### src/rtl/code_patch_engine.sv
// ROM code-patch unit for the instruction fetch path: NUM_PATCH address/data overrides,
// a table-clear sweep and a pattern-generator mode that replaces fetch data with a counter.
module code_patch_engine #(
   parameter int ADDR_W    = 13,
   parameter int DATA_W    = 22,
   parameter int NUM_PATCH = 4,
   parameter int IDX_W     = (NUM_PATCH > 1) ? $clog2(NUM_PATCH) : 1
) (
   input  logic              clk_i,
   input  logic              rst_ni,
   input  logic              cfg_wr_valid_i,
   output logic              cfg_wr_ready_o,
   input  logic [IDX_W-1:0]  cfg_wr_idx_i,
   input  logic              cfg_wr_en_i,
   input  logic [ADDR_W-1:0] cfg_wr_addr_i,
   input  logic [DATA_W-1:0] cfg_wr_data_i,
   input  logic              cfg_clr_i,
   input  logic              cfg_pat_gen_i,
   input  logic              si_read_i,
   input  logic              fetch_valid_i,
   input  logic [ADDR_W-1:0] fetch_addr_i,
   input  logic [DATA_W-1:0] rom_data_i,
   output logic              fetch_valid_o,
   output logic [DATA_W-1:0] fetch_data_o,
   output logic              patch_hit_o,
   output logic              nopg_o
);

   typedef enum logic [1:0] {
      ST_IDLE   = 2'd0,
      ST_CLEAR  = 2'd1,
      ST_PATGEN = 2'd2
   } state_e;

   state_e              state_q, state_d;
   logic [IDX_W-1:0]    sweep_q, sweep_d;
   logic [NUM_PATCH-1:0] en_q, en_d;
   logic [ADDR_W-1:0]   addr_q [NUM_PATCH];
   logic [DATA_W-1:0]   data_q [NUM_PATCH];
   logic [DATA_W-1:0]   pat_q, pat_d;
   logic                fvalid_q;
   logic [DATA_W-1:0]   fdata_q, fdata_d;
   logic                fhit_q, fhit_d;
   logic                nopg_q, nopg_d;

   logic                wr_ready;
   logic                wr_fire;
   logic                hit;
   logic [DATA_W-1:0]   hit_data;

   // Ready is held low while reset is asserted even though the state already reads IDLE.
   assign wr_ready = rst_ni & (state_q == ST_IDLE) & ~si_read_i;
   assign wr_fire  = cfg_wr_valid_i & wr_ready;

   always_comb begin
      state_d = state_q;
      sweep_d = sweep_q;
      unique case (state_q)
         ST_IDLE: begin
            if (cfg_clr_i) begin
               state_d = ST_CLEAR;
               sweep_d = '0;
            end else if (cfg_pat_gen_i) begin
               state_d = ST_PATGEN;
            end
         end
         ST_CLEAR: begin
            if (sweep_q == IDX_W'(NUM_PATCH - 1)) begin
               state_d = ST_IDLE;
               sweep_d = '0;
            end else begin
               sweep_d = sweep_q + 1'b1;
            end
         end
         ST_PATGEN: begin
            if (cfg_clr_i) begin
               state_d = ST_CLEAR;
               sweep_d = '0;
            end else if (!cfg_pat_gen_i) begin
               state_d = ST_IDLE;
            end
         end
         default: begin
            state_d = ST_IDLE;
            sweep_d = '0;
         end
      endcase
   end

   always_comb begin
      en_d = en_q;
      for (int k = 0; k < NUM_PATCH; k++) begin
         if (state_q == ST_CLEAR && sweep_q == IDX_W'(k)) en_d[k] = 1'b0;
         if (wr_fire && cfg_wr_idx_i == IDX_W'(k))        en_d[k] = cfg_wr_en_i;
      end
   end

   // Descending scan so the lowest matching index is the one left standing.
   always_comb begin
      hit      = 1'b0;
      hit_data = '0;
      for (int k = NUM_PATCH - 1; k >= 0; k--) begin
         if (en_q[k] && addr_q[k] == fetch_addr_i) begin
            hit      = 1'b1;
            hit_data = data_q[k];
         end
      end
   end

   always_comb begin
      fdata_d = fdata_q;
      fhit_d  = fhit_q;
      pat_d   = pat_q;
      if (fetch_valid_i) begin
         if (state_q == ST_PATGEN) begin
            fdata_d = pat_q;
            fhit_d  = 1'b0;
            pat_d   = pat_q + 1'b1;
         end else begin
            fdata_d = hit ? hit_data : rom_data_i;
            fhit_d  = hit;
         end
      end
   end

   assign nopg_d = ~(|en_q) & (state_q != ST_PATGEN);

   always_ff @(posedge clk_i or negedge rst_ni) begin
      if (!rst_ni) begin
         state_q  <= ST_IDLE;
         sweep_q  <= '0;
         en_q     <= '0;
         pat_q    <= '0;
         fvalid_q <= 1'b0;
         fdata_q  <= '0;
         fhit_q   <= 1'b0;
         nopg_q   <= 1'b1;
      end else begin
         state_q  <= state_d;
         sweep_q  <= sweep_d;
         en_q     <= en_d;
         pat_q    <= pat_d;
         fvalid_q <= fetch_valid_i;
         fdata_q  <= fdata_d;
         fhit_q   <= fhit_d;
         nopg_q   <= nopg_d;
      end
   end

   // Match fields carry no reset; an entry is only visible through its enable bit.
   always_ff @(posedge clk_i) begin
      for (int k = 0; k < NUM_PATCH; k++) begin
         if (wr_fire && cfg_wr_idx_i == IDX_W'(k)) begin
            addr_q[k] <= cfg_wr_addr_i;
            data_q[k] <= cfg_wr_data_i;
         end
      end
   end

   assign cfg_wr_ready_o = wr_ready;
   assign fetch_valid_o  = fvalid_q;
   assign fetch_data_o   = fdata_q;
   assign patch_hit_o    = fhit_q;
   assign nopg_o         = nopg_q;

endmodule
### config.mk
export PLATFORM = sky130hd
export DESIGN_NAME = code_patch_engine
export DESIGN_NICKNAME = d
export VERILOG_FILES = /design/src/rtl/code_patch_engine.sv
export SDC_FILE = /design/constraint.sdc
export NUM_CORES = 1
export LEC_CHECK = 0
export CORE_UTILIZATION = 25
export DETAILED_ROUTE_END_ITERATION = 10
export GPL_TIMING_DRIVEN = 0
export SYNTH_ARGS = -nofsm -noshare
export SYNTH_HDL_FRONTEND = slang
export SYNTH_SLANG_ARGS = --single-unit
### constraint.sdc
create_clock -name clk_i -period 4 [get_ports clk_i]
set_input_delay 0.4 -clock clk_i [delete_from_list [all_inputs] [get_ports clk_i]]
set_output_delay 0.4 -clock clk_i [all_outputs]
set_load 0.05 [all_outputs]
==> flow_summary_export.csv <==
group,metric,value,unit
power_and_ir_drop,ir_drop,0.247,mV
synthesis,synth_flop_cell,"edfxtp_1",
synthesis,synth_top_family_by_area,"compound AO/OA/AOI/OAI gates",
setup_path,r2r_slack,1.26,ns
synthesis,yosysWarnings,0,
detailed_routing,first_pass_iters,4,
final_layout,drive_gt1_share,10.9,%
timing,clock-skew-final,0.0157,ns
die,coreArea,32500,sq um
detailed_routing,routed_wl,20300,um
global_route,grt_pass1_wl,31100,um
synthesis,synth_seq_cells,195,
global_route,grt_pass1_vias,5369,
synthesis,synth_compound_area_share,10.2,%
setup_path,cp.arrival,2.91,ns
synthesis,synth_cell_type_count,47,
timing,setup_viol,0,
clocking,clk_pin_slew,0.08,ns
clocking,clock_latency,0.43,ns
timing,relSlewSlack,37.3,%
timing,layout_worst_path_cycle_share,82.8,%
global_route,grt-ovfl-total,0,
clocking,cts_setup_buffers,0,
setup_path,crit_path_end_kind,"primary output",
clocking,clock_sinks,195,
power_and_ir_drop,p_leak,3.71,nW
setup_path,required,3.60,ns
global_route,use_met2,21.4,%
clocking,clock_path_buffers,2,
global_route,antenna_found_initial,2,
die,ios,106,
setup_path,startpoint_type,"input pin",
global_route,grt.busiest_layer,"met2",
detailed_routing,vias,5048,
die,dieHeight,184,um
synthesis,yosys.area_share.simple,9.04,%
final_layout,final_cell_mix,"edfxtp_1, clkdlybuf4s50_1, dfrtp_1, nand2_1, xnor2_1",
detailed_routing,drt_iter0_drc,212,
detailed_routing,route.detailed.drc,0,
synthesis,avgSynthCellArea,14.2,sq um
synthesis,synthCells,580,
final_layout,final_common_cell,"edfxtp_1",
global_route,track_usage,12.6,%
status,status,"finished clean",
clocking,cts_root_buf,"clkbuf_16",
synthesis,synth_edf_count,140,
die,initial_utilization,25.4,%
power_and_ir_drop,powerDensity,439,nW/um^2
setup_path,critPathTopFamily,"buffers and inverters",
timing,slew_violations,0,
detailed_routing,detail_route.wl_per_cell,17.4,um
run,max_cap_viol_count,0,
timing,post-route-min-period,3.31,ns
placed_design,portBuffers,105,
setup_path,crit_type,"in2out",
timing,fmax,302,MHz
synthesis,post_synth_xor_area_fraction,7.43,%
setup_path,max_stage_delay,0.87,ns
clocking,cts_buffers,17,
final_layout,nFillCells,3218,
min_path,holdCritPathClass,"in2async",
setup_path,cp.buffers_inverters,4,
setup_path,worstPathMaxFanout,37,
clocking,cts_tree,"built",
synthesis,synthMuxAreaShare,2.97,%
power_and_ir_drop,total_power,4.70,mW
synthesis,ys_seq_area_share,67.6,%
timing,rsz0062_at_grt,"no",
placed_design,routabilityCongestion,0.738,
synthesis,netlist_area,8250,sq um
global_route,use_met3,2.89,%
detailed_routing,via_per_inst,4.32,
final_layout,finish.utilization,32.9,%
global_route,met1_usage,15.2,%
detailed_routing,antenna_left,0,
global_route,grt_max_degree,38,
timing,worstMarginPinSlew,0.941,ns
synthesis,yosys.area_share.adder,0.758,%
die,die_x,184,um
setup_path,crit_slowest_cell,"clkdlybuf4s50_1",
synthesis,syn_nets,665,
final_layout,syn_to_final_growth,29.6,%
clocking,htree_levels,4,
placed_design,hpwlAfterDp,14600,um
final_layout,nets,797,
setup_path,critical_path.cell_chain,"dlygate4sd3_1 > buf_2 > buf_12 > nor4b_2 > clkdlybuf4s50_1",
synthesis,ys_async_sr_fraction,28.2,%
die,row_count,66,
timing,hold_viol,0,
die,die_area,33700,sq um
-- per-layer routing --
metal / vias to the layer above / routed length [um]
met5: - / 17
met3: 40 / 858
li1: 2425 / -
met1: 2459 / 8730
met2: 122 / 10000
met4: 2 / 644
-- metrics by stage --
step	setup slack [ns]	hold WS (ns)	setup TNS, ns	instance area (sq um)	cells
after floorplan	0.185	0.104	0	8270	580
after global placement	-3.11	0.478	-407.80	9870	1127
after detailed placement	0.608	0.406	0	10100	1134
after CTS	0.599	0.498	0	10700	1167
after global routing	0.486	0.510	0	10700	1167
final	0.687	0.486	0	10700	1168
-- final timing paths --
| kind | from | end | depth (start not counted) |
|---|---|---|---|
| setup / recovery | rst_ni | cfg_wr_ready_o | 5 |
| hold / removal | rst_ni | fetch_data_o[7] | 2 |
| setup reg to reg | addr_q[1][3] | fetch_data_o[21] | 7 |
| hold reg to reg | pat_q[21] | pat_q[21] | 1 |
| max in group asynchronous | rst_ni | nopg_o | 3 |
| min in group clk_i | pat_q[21] | pat_q[21] | 1 |
-- registers in the layout, summed over array words and instances (netlist names) --
| signal | cells |
|---|---|
| sweep_q | 2 |
| state_q | 2 |
| fetch_data_o | 22 |
| nopg_o | 1 |
| addr_q | 52 |
| fetch_valid_o | 1 |
| data_q | 88 |
| en_q | 4 |
| pat_q | 22 |
| patch_hit_o | 1 |
-- cell families (layout without fill, tap and decap cells) --
group / after synthesis / after routing
compound gates: 100 / 100
xor+xnor: 70 / 70
fa+ha+maj: 5 / 5
buf+inv: 36 / 181
flops: 195 / 195
mux: 24 / 24
other cells: 0 / 1
simple gates: 150 / 150
-- power by group --
part	leakage (nW)	internal (mW)	switching [mW]	total [mW]
clock	0.296	0.932	0.806	1.74
sequential	1.97	2.27	0.0856	2.35
combinational	1.43	0.260	0.346	0.606
-- worst register-to-register path: cells and delay by family, from the launching register on --
family,cells,cell delay [ns]
AND/OR/NAND/NOR,3,0.88
XOR/XNOR,1,0.15
buffers and inverters,1,0.76
flip-flops,1,0.38
AO/OA/AOI/OAI,2,0.46
-- cell type report --
| type | instances | area, sq um | share of cell area (%) |
|---|---|---|---|
| Antenna cell | 1 | 2.50 | 0.0234 |
| Buffer | 24 | 118 | 1.10 |
| Clock buffer | 19 | 454 | 4.25 |
| Clock inverter | 13 | 156 | 1.46 |
| Inverter | 12 | 45.0 | 0.421 |
| Multi-Input combinational cell | 349 | 2550 | 23.9 |
| Sequential cell | 195 | 5580 | 52.2 |
| Tap cell | 442 | 553 | 5.17 |
| Timing Repair Buffer | 113 | 1230 | 11.5 |
-- timing repair --
| item | CTS | global route |
|---|---|---|
| endpoints found under the hold margin | 19 | 0 |
| resized for setup | 0 | 0 |
| hold buffers | 1 | 0 |
-- synthesized netlist by cell type (all sizes together), types with 9 or more instances --
master  number  share of area (%)
mux2i       20                2.4
edfxtp     140                 51
nand4       10               0.76
inv         12               0.55
clkbuf      13               0.59
nor2b       23                1.7
nor4         9               0.76
a221oi      21                3.7
xor2        34                3.6
a21oi       23                1.4
dfrtp       54                 16
nor2        36                1.6
buf         11               0.83
o21a        21                1.9
xnor2       36                3.8
o31ai       22                2.0
nand2       44                2.0
(Power assumes the default switching activity.)
